`src/rtl/hex_tx_pkg.sv`:
```
// Shared types and constants for the hex frame sequencer.
// Build option HEX_TX_EOL_EN adds the CR/LF tail states and constants.
package hex_tx_pkg;

`ifdef HEX_TX_EOL_EN
    typedef enum logic [1:0] {
        IDLE = 2'd0,
        SEND = 2'd1,
        CR   = 2'd2,
        LF   = 2'd3
    } state_e;

    localparam logic [7:0] ASCII_CR = 8'h0D;
    localparam logic [7:0] ASCII_LF = 8'h0A;
`else
    typedef enum logic [1:0] {
        IDLE = 2'd0,
        SEND = 2'd1
    } state_e;
`endif

    localparam int NIBBLES = 4;
    localparam int IDX_W   = $clog2(NIBBLES);

    localparam logic [7:0] ASCII_DIGIT_BASE = 8'h30;
    localparam logic [7:0] ASCII_ALPHA_BASE = 8'h41;

endpackage

```
`src/rtl/hex_tx_sequencer_nibble_to_ascii.sv`:
```
// Combinational 4-bit to upper-case ASCII hex digit converter.
// Independent of HEX_TX_EOL_EN.
module nibble_to_ascii
    import hex_tx_pkg::*;
(
    input  logic [3:0] nibble_i,
    output logic [7:0] ascii_o
);

    // Digits 0-9 map onto '0'.., values 10-15 onto 'A'..
    always_comb begin
        if (nibble_i < 4'd10) begin
            ascii_o = ASCII_DIGIT_BASE + {4'h0, nibble_i};
        end else begin
            ascii_o = ASCII_ALPHA_BASE + ({4'h0, nibble_i} - 8'd10);
        end
    end

endmodule

```
`src/rtl/hex_tx_sequencer.sv`:
```
// Snapshots sw and streams it as four ASCII hex bytes over valid/ready.
// With HEX_TX_EOL_EN defined each frame is followed by CR, LF.
module hex_tx_sequencer
    import hex_tx_pkg::*;
#(
    parameter int PERIOD_CYCLES = 0
) (
    input  logic        clk,
    input  logic        rst,
    input  logic [15:0] sw,
    input  logic        start,
    output logic [7:0]  tx_data,
    output logic        tx_valid,
    input  logic        tx_ready,
    output logic        busy,
    output logic        done
);

    localparam logic [IDX_W-1:0] LAST_IDX   = IDX_W'(NIBBLES - 1);
    localparam logic             TIMER_EN   = (PERIOD_CYCLES != 0);
    localparam logic [31:0]      TIMER_LAST = 32'(PERIOD_CYCLES - 1);

    state_e           state_q, state_d;
    logic [IDX_W-1:0] idx_q, idx_d;
    logic [15:0]      shadow_q, shadow_d;
    logic [31:0]      timer_q, timer_d;
    logic [7:0]       tx_data_q, tx_data_d;
    logic             tx_valid_q, busy_q, done_q, done_d;
    logic             accept_s, timer_fire_s;
    logic [3:0]       nibble_s;
    logic [7:0]       ascii_s;

    assign accept_s     = tx_valid_q & tx_ready;
    assign timer_fire_s = TIMER_EN & (timer_q == TIMER_LAST);

    // Frame sequencing; the timer only runs while idle and is zero elsewhere.
    always_comb begin
        state_d  = state_q;
        idx_d    = idx_q;
        shadow_d = shadow_q;
        timer_d  = 32'd0;
        done_d   = 1'b0;
        case (state_q)
            IDLE: begin
                if (start || timer_fire_s) begin
                    state_d  = SEND;
                    idx_d    = {IDX_W{1'b0}};
                    shadow_d = sw;
                end else if (TIMER_EN) begin
                    timer_d = timer_q + 32'd1;
                end else begin
                    timer_d = 32'd0;
                end
            end
            SEND: begin
                if (accept_s && (idx_q == LAST_IDX)) begin
`ifdef HEX_TX_EOL_EN
                    state_d = CR;
`else
                    state_d = IDLE;
                    done_d  = 1'b1;
`endif
                end else if (accept_s) begin
                    idx_d = idx_q + IDX_W'(1);
                end else begin
                    idx_d = idx_q;
                end
            end
`ifdef HEX_TX_EOL_EN
            CR: begin
                if (accept_s) begin
                    state_d = LF;
                end else begin
                    state_d = CR;
                end
            end
            LF: begin
                if (accept_s) begin
                    state_d = IDLE;
                    done_d  = 1'b1;
                end else begin
                    state_d = LF;
                end
            end
`endif
            default: state_d = IDLE;
        endcase
    end

    // Select the nibble of the byte that will be presented next cycle.
    always_comb begin
        case (idx_d)
            2'd0:    nibble_s = shadow_d[15:12];
            2'd1:    nibble_s = shadow_d[11:8];
            2'd2:    nibble_s = shadow_d[7:4];
            2'd3:    nibble_s = shadow_d[3:0];
            default: nibble_s = shadow_d[15:12];
        endcase
    end

    nibble_to_ascii u_nibble_to_ascii (
        .nibble_i (nibble_s),
        .ascii_o  (ascii_s)
    );

    // Next output byte follows the next state so outputs stay registered.
    always_comb begin
        case (state_d)
            SEND:    tx_data_d = ascii_s;
`ifdef HEX_TX_EOL_EN
            CR:      tx_data_d = ASCII_CR;
            LF:      tx_data_d = ASCII_LF;
`endif
            default: tx_data_d = 8'h00;
        endcase
    end

    // State and output registers with synchronous reset.
    always_ff @(posedge clk) begin
        if (rst) begin
            state_q    <= IDLE;
            idx_q      <= {IDX_W{1'b0}};
            shadow_q   <= 16'h0000;
            timer_q    <= 32'd0;
            tx_data_q  <= 8'h00;
            tx_valid_q <= 1'b0;
            busy_q     <= 1'b0;
            done_q     <= 1'b0;
        end else begin
            state_q    <= state_d;
            idx_q      <= idx_d;
            shadow_q   <= shadow_d;
            timer_q    <= timer_d;
            tx_data_q  <= tx_data_d;
            tx_valid_q <= (state_d != IDLE);
            busy_q     <= (state_d != IDLE);
            done_q     <= done_d;
        end
    end

    assign tx_data  = tx_data_q;
    assign tx_valid = tx_valid_q;
    assign busy     = busy_q;
    assign done     = done_q;

endmodule

```
`config.mk`:
```
export PLATFORM = sky130hd
export DESIGN_NAME = hex_tx_sequencer
export DESIGN_NICKNAME = d
export VERILOG_FILES = /design/src/rtl/hex_tx_pkg.sv /design/src/rtl/hex_tx_sequencer_nibble_to_ascii.sv /design/src/rtl/hex_tx_sequencer.sv
export SDC_FILE = /design/constraint.sdc
export NUM_CORES = 1
export LEC_CHECK = 0
export ABC_AREA = 1
export CAP_MARGIN = 5
export CORE_ASPECT_RATIO = 1.1
export CORE_UTILIZATION = 25
export CTS_CLUSTER_DIAMETER = 60
export CTS_CLUSTER_SIZE = 12
export DETAILED_ROUTE_END_ITERATION = 10
export PLACE_DENSITY = 0.53
export SLEW_MARGIN = 10
export SYNTH_ARGS = -nofsm -noshare
export SYNTH_HDL_FRONTEND = slang
export SYNTH_HIERARCHICAL = 1
export SYNTH_SLANG_ARGS = --single-unit
```
`constraint.sdc`:
```
create_clock -name clk -period 7.5 [get_ports clk]
set_clock_uncertainty 0.15 [all_clocks]
set_input_delay 1.5 -clock clk [delete_from_list [all_inputs] [get_ports clk]]
set_output_delay 1.5 -clock clk [all_outputs]
set_load 0.02 [all_outputs]
```
==> out/results.tsv, run 1 <==
stage	metric	value	unit
timing	final setup TNS	0	ns
cts	CTS tree	yes	
timing	RSZ-0062 raised after global routing	false	
timing	Worst Tran Pin Value	0.750	ns
final_layout	most frequent cells in the layout	inv_1, nand2_1, nor2_1, dfxtp_1, clkdlybuf4s50_1	
detailed_routing	Antenna Violating Nets Remaining	0	
critical_path	Crit Reg-Reg Endpoint	tx_data[3]	
detailed_routing	DR pass1 iterations	4	
die	Die Y	85.7	um
die	starting density of the core	25.9	%
cts	hold_buf cts	0	
timing	final hold vios	0	
cts	htree depth	2	
yosys	syn_nets	249	
cts	CTS Buf Count	5	
die	core region area	6160	um^2
timing	final count of negative-setup-slack endpoints	0	
hold_path	Worst Hold Depth	1	
place	post-place setup slack	3.24	ns
detailed_routing	Detailed Route Iter0 Violations	44	
cts	Post CTS Setup Buffer Count	0	
hold_path	Hold Path Class	reg -> reg	
global_route	initial antenna violation count	0	
die	row count	30	
critical_path	WP data required	7.57	ns
critical_path	R2R Setup Slk	4.80	ns
detailed_routing	Routed WL per cell	8.92	um
cts	total clock sinks	30	
timing	final setup margin	3.56	ns
yosys	syn_area_per_cell	7.11	um^2
final_layout	Final Util	32.6	%
detailed_routing	via count	1327	
cts	clk_lat worst skew	0.28	ns
yosys	Post-Synthesis Cell Area	1590	um^2
critical_path	CP max FO	32	
critical_path	delay-heaviest family, CP	buffers and inverters	
power_and_ir_drop	Pwr per Cell Area	188	nW/um^2
critical_path	critical path's most frequent cell	inv_1	
timing	minimum clock period	3.94	ns
yosys	Synth Instances	224	
final_layout	layout cells sized above 1	9.49	%
final_layout	leading cell type in the layout, fill and taps excluded	inv_1	
yosys	Cell variety after synth	28	
cts	Reg clk slew, reported paths	0.06	ns
timing	FMAX	254	MHz
global_route	first-pass GRT wire length	5110	um
critical_path	WP buf/inv	5	
critical_path	CP max stage cell	clkdlybuf4s50_1	
power_and_ir_drop	Total Power	377	uW
hold_path	WHS Endpoint	done	
global_route	largest net degree at the start of global routing	33	
yosys	number of synthesized register bits	30	
detailed_routing	Remaining DRCs	0	
timing	final worst-path cycle share	52.6	%
critical_path	Worst EP arrival	4.01	ns
critical_path	FF-to-FF path depth	18	
final_layout	P&R area growth vs syn	26.1	%
power_and_ir_drop	Leak Pwr	0.000915	uW
final_layout	Final nets	277	
timing	Slew Limit Fails	0	
yosys	Post-synth ARST share	0	%
timing	worst hold margin	0.348	ns
critical_path	worst r2r src	idx_q[0]	
die	I/O pin cnt	31	
outcome	status	completed	
yosys	yosys warns	6	
yosys	Primary FF master, synth	dfxtp_1	
place	DP HPWL	2300	um
place	RD Place Congestion	0.806	
critical_path	Cell Chain, Critical Path	clkdlybuf4s50_1 > nand3_4 > o21ai_1 > inv_1 > nand2_1 > nand4_1 > inv_1 > ha_1 > inv_1 > ha_1 > nand3_1 > nand2_1 > o21ai_2 > inv_1 > nor2_1	
global_route	vias in the first global route	1193	
global_route	grt ovf	0	
die	DIE WIDTH	78.1	um
critical_path	crit end category	register	
hold_path	Hold Crit Start	state_q[1]	
yosys	number of flops mapped to enable cells by yosys	0	
die	DIE AREA	6690	um^2
critical_path	Worst Path Class, Setup	in -> reg	
power_and_ir_drop	Worst IR Drop VDD	0.0652	mV
final_layout	diode count	0	
critical_path	startpoint types	input pin	
timing	slew margin rel.	49.8	%
cts	CTS Root Cell	clkbuf_8	
critical_path	slowest stage delay, CP	0.54	ns
detailed_routing	Total Wirelength	2970	um
cts	post_cts resized	0	
run	Max Cap Viol	0	
global_route	GRT Util Overall	10.1	%
cts	Max clock buf depth	2	
place	number of buffers added on ports	30	
yosys	sequential fraction of the synthesis area	37.7	%
detailed_routing	via/cell ratio	3.98	
[through the flow]
| stage | cells | area [um^2] |
|---|---|---|
| global placement | 325 | 1920 |
| floorplan | 224 | 1590 |
| detailed placement | 325 | 1920 |
| CTS | 333 | 2010 |
| global route | 333 | 2010 |
| finish | 333 | 2010 |
[synth_stat cells, types with 2 or more instances]
library cell  number  area (um^2)
buf_4              3         22.5
buf_6              4         45.0
o21ai_1            9         45.0
nand4_1            9         56.3
inv_2              5         18.8
nand3_1           12         60.1
dfxtp_1           30          601
nand2_1           34          128
nor2_2             2         12.5
a21oi_1            2         10.0
inv_1             50          188
nand2_2            2         12.5
o21a_1            10         75.1
conb_1             2         7.51
nor2_1            31          116
o21ai_2            3         26.3
ha_1               5         62.6
[area by class of cell]
class	count	area (um^2)
clock buffers	7	86.3
clock inverters	1	5.00
fillers	686	4150
inverters	55	206
multi-input cells	130	709
flip-flops and latches	30	601
well taps	80	100
repair buffers	30	300
[report_power, final]
group	switching, uW	internal [uW]	total [uW]
Combinational	41.1	32.4	73.5
Sequential	2.53	167	170
Clock	59.7	73.9	134
Total	103	274	377
[worst max-delay path by stage]
stage | endpoint | start | slack (ns) | depth (start not counted)
after floorplan | tx_data[3] | tx_ready | 4.08 | 17
after global placement | tx_data[2] | tx_ready | 3.29 | 16
after detailed placement | tx_data[3] | start | 3.24 | 15
after CTS | tx_data[3] | start | 3.53 | 15
after global routing | tx_data[6] | start | 3.29 | 13
final | tx_data[3] | start | 3.56 | 15
[cell families (layout without fill, tap and decap cells)]
logic type | Yosys count | after routing | share of synthesized area, %
and+or+nand+nor | 97 | 97 | 29.4
buffers and inverters | 64 | 93 | 17.8
DFF | 30 | 30 | 37.7
AOI/OAI and AO/OA | 25 | 25 | 10.2
adders and majority gates | 5 | 5 | 3.93
other | 2 | 2 | 0.472
xor gates and xnor gates | 1 | 1 | 0.550
[registers in the layout, summed over array words and instances (netlist names)]
name,count
shadow_q,16
busy,1
done,1
state_q,2
idx_q,2
tx_data,8
[metal layers]
metal  share of wire (%)  up-vias  wire [um]  track usage, %
li1                    -      729          -               -
met1                  46      570       1370            11.3
met2                  48       26       1430            16.5
met3                 4.9        2        145            4.57
met4                0.77        0         23            4.55
met5                   0        -          0               0
No activity file was read; power rests on OpenSTA's default activity.
==> run 2, diff against run 1 <==
==> constraint.sdc (replaced) <==
create_clock -name clk -period 3.65 [get_ports clk]
set_clock_uncertainty 0.15 [all_clocks]
set_input_delay 0.73 -clock clk [delete_from_list [all_inputs] [get_ports clk]]
set_output_delay 0.73 -clock clk [all_outputs]
set_load 0.02 [all_outputs]
==> run 2 against run 1 <==
Net effect:
- via count stayed put
- worst setup slack worse by 3.1 ns
- critical endpoint unchanged
- non-clock buffer count is 1 higher
- largest power group unchanged
- sequential power is 110% higher
- critical path type unchanged
==> out/results.tsv, run 2 (same netlist as run 1, synthesis figures left out) <==
stage	metric	value	unit	change
final_layout	layout cells sized above 1	9.09	%	was 9.49%
final_layout	P&R area growth vs syn	25.6	%	was 26.1%
cts	post_cts resized	0		unchanged
power_and_ir_drop	Pwr per Cell Area	374	nW/um^2	was 188 nW/um^2
global_route	first-pass GRT wire length	5060	um	was 5110 um
die	starting density of the core	25.9	%	unchanged
critical_path	crit end category	register		unchanged
place	DP HPWL	2310	um	was 2300 um
cts	CTS Buf Count	5		unchanged
cts	clk_lat worst skew	0.28	ns	about the same
die	DIE WIDTH	78.1	um	unchanged
final_layout	Final Util	32.5	%	was 32.6%
die	core region area	6160	um^2	unchanged
cts	CTS tree	yes		unchanged
critical_path	Worst Path Class, Setup	in -> reg		unchanged
place	number of buffers added on ports	30		unchanged
hold_path	Hold Crit Start	state_q[1]		unchanged
timing	final setup TNS	0	ns	unchanged
detailed_routing	DR pass1 iterations	2		was 4
critical_path	CP max FO	32		unchanged
timing	worst hold margin	0.334	ns	was 0.348 ns
final_layout	most frequent cells in the layout	inv_1, nand2_1, nor2_1, dfxtp_1, clkdlybuf4s50_1		unchanged
critical_path	worst r2r src	idx_q[0]		unchanged
die	Die Y	85.7	um	unchanged
place	RD Place Congestion	0.803		was 0.806
global_route	largest net degree at the start of global routing	33		unchanged
timing	FMAX	317	MHz	
power_and_ir_drop	Leak Pwr	0.000910	uW	was 0.000915 uW
timing	minimum clock period	3.15	ns	
global_route	grt ovf	0		unchanged
critical_path	Worst EP arrival	3.22	ns	was 4.01 ns
detailed_routing	via count	1327		unchanged
critical_path	startpoint types	input pin		unchanged
die	DIE AREA	6690	um^2	unchanged
critical_path	critical path launch point	start		unchanged
cts	Reg clk slew, reported paths	0.06	ns	about the same
detailed_routing	Detailed Route Iter0 Violations	36		was 44
die	I/O pin cnt	31		unchanged
final_layout	leading cell type in the layout, fill and taps excluded	inv_1		unchanged
cts	Max clock buf depth	2		unchanged
timing	final setup margin	0.499	ns	was 3.56 ns
outcome	status	completed		unchanged
detailed_routing	via/cell ratio	3.98		unchanged
cts	hold_buf cts	0		unchanged
place	post-place setup slack	0.184	ns	was 3.24 ns
die	row count	30		unchanged
hold_path	Hold Path Class	reg -> reg		unchanged
detailed_routing	Total Wirelength	2980	um	was 2970 um
timing	final count of negative-setup-slack endpoints	0		unchanged
run	Max Cap Viol	0		unchanged
cts	htree depth	2		unchanged
detailed_routing	Antenna Violating Nets Remaining	0		unchanged
cts	Post CTS Setup Buffer Count	0		unchanged
cts	CTS Root Cell	clkbuf_8		unchanged
timing	final worst-path cycle share	86.3	%	
critical_path	WP data required	3.72	ns	was 7.57 ns
detailed_routing	Routed WL per cell	8.93	um	was 8.92 um
final_layout	diode count	0		unchanged
timing	RSZ-0062 raised after global routing	false		unchanged
timing	Slew Limit Fails	0		unchanged
power_and_ir_drop	Worst IR Drop VDD	0.104	mV	was 0.0652 mV
final_layout	max reg flops	16		unchanged
final_layout	Reg with most FFs	shadow_q		unchanged
final_layout	Final nets	278		was 277
timing	final hold vios	0		unchanged
global_route	GRT Util Overall	9.96	%	was 10.1%
detailed_routing	Remaining DRCs	0		unchanged
global_route	initial antenna violation count	0		unchanged
global_route	vias in the first global route	1190		was 1193
cts	total clock sinks	30		unchanged
## run 2: cell types whose count changed in the layout (fill, tap and decap cells not counted)
cell      before  now
buf_4          0    1
clkbuf_1       1    2
clkbuf_8       6    5
clkinv_2       1    0
## run 2: area by class of cell
type	instances	area, um^2
fill	689	4160
multi-input combinational	130	709
sequential	30	601
timing repair buffer	31	308
inverter	55	206
tap	80	100
clock buffer	7	76.3
## run 2: power breakdown
group | switching (uW) | internal (uW)
clock network | 117 | 131
logic | 84.7 | 67.3
registers | 5.09 | 344
## run 2: critical path, cell delays in order
cell	delay, ns
clkdlybuf4s50_1	0.54
nand3_4	0.29
o21ai_1	0.28
inv_1	0.06
nand2_1	0.07
nand4_1	0.15
inv_1	0.17
ha_1	0.16
inv_1	0.04
ha_1	0.31
nand3_1	0.10
nand2_1	0.07
o21ai_2	0.11
inv_1	0.04
nor2_1	0.08
## run 2: final timing paths
kind,endpoint,cells past startpoint,slack (ns)
setup / recovery,tx_data[3],15,0.50
setup reg to reg,tx_data[3],18,0.97
hold / removal,done,1,0.33
hold reg to reg,done,1,0.33
## run 2: per-layer routing
layer	wire length, um	global-route usage, %
met1	1360	10.7
met2	1390	16.8
met3	160	4.04
met4	65	5.05
met5	0	0
## run 2: per-stage QoR
step                      power [uW]  cell area, um^2  std cells
final                            748             2000        333
after global routing             797             2000        333
after CTS                        763             2000        333
after detailed placement         510             1920        326
after global placement           508             1920        326
after floorplan                  466             1590        224
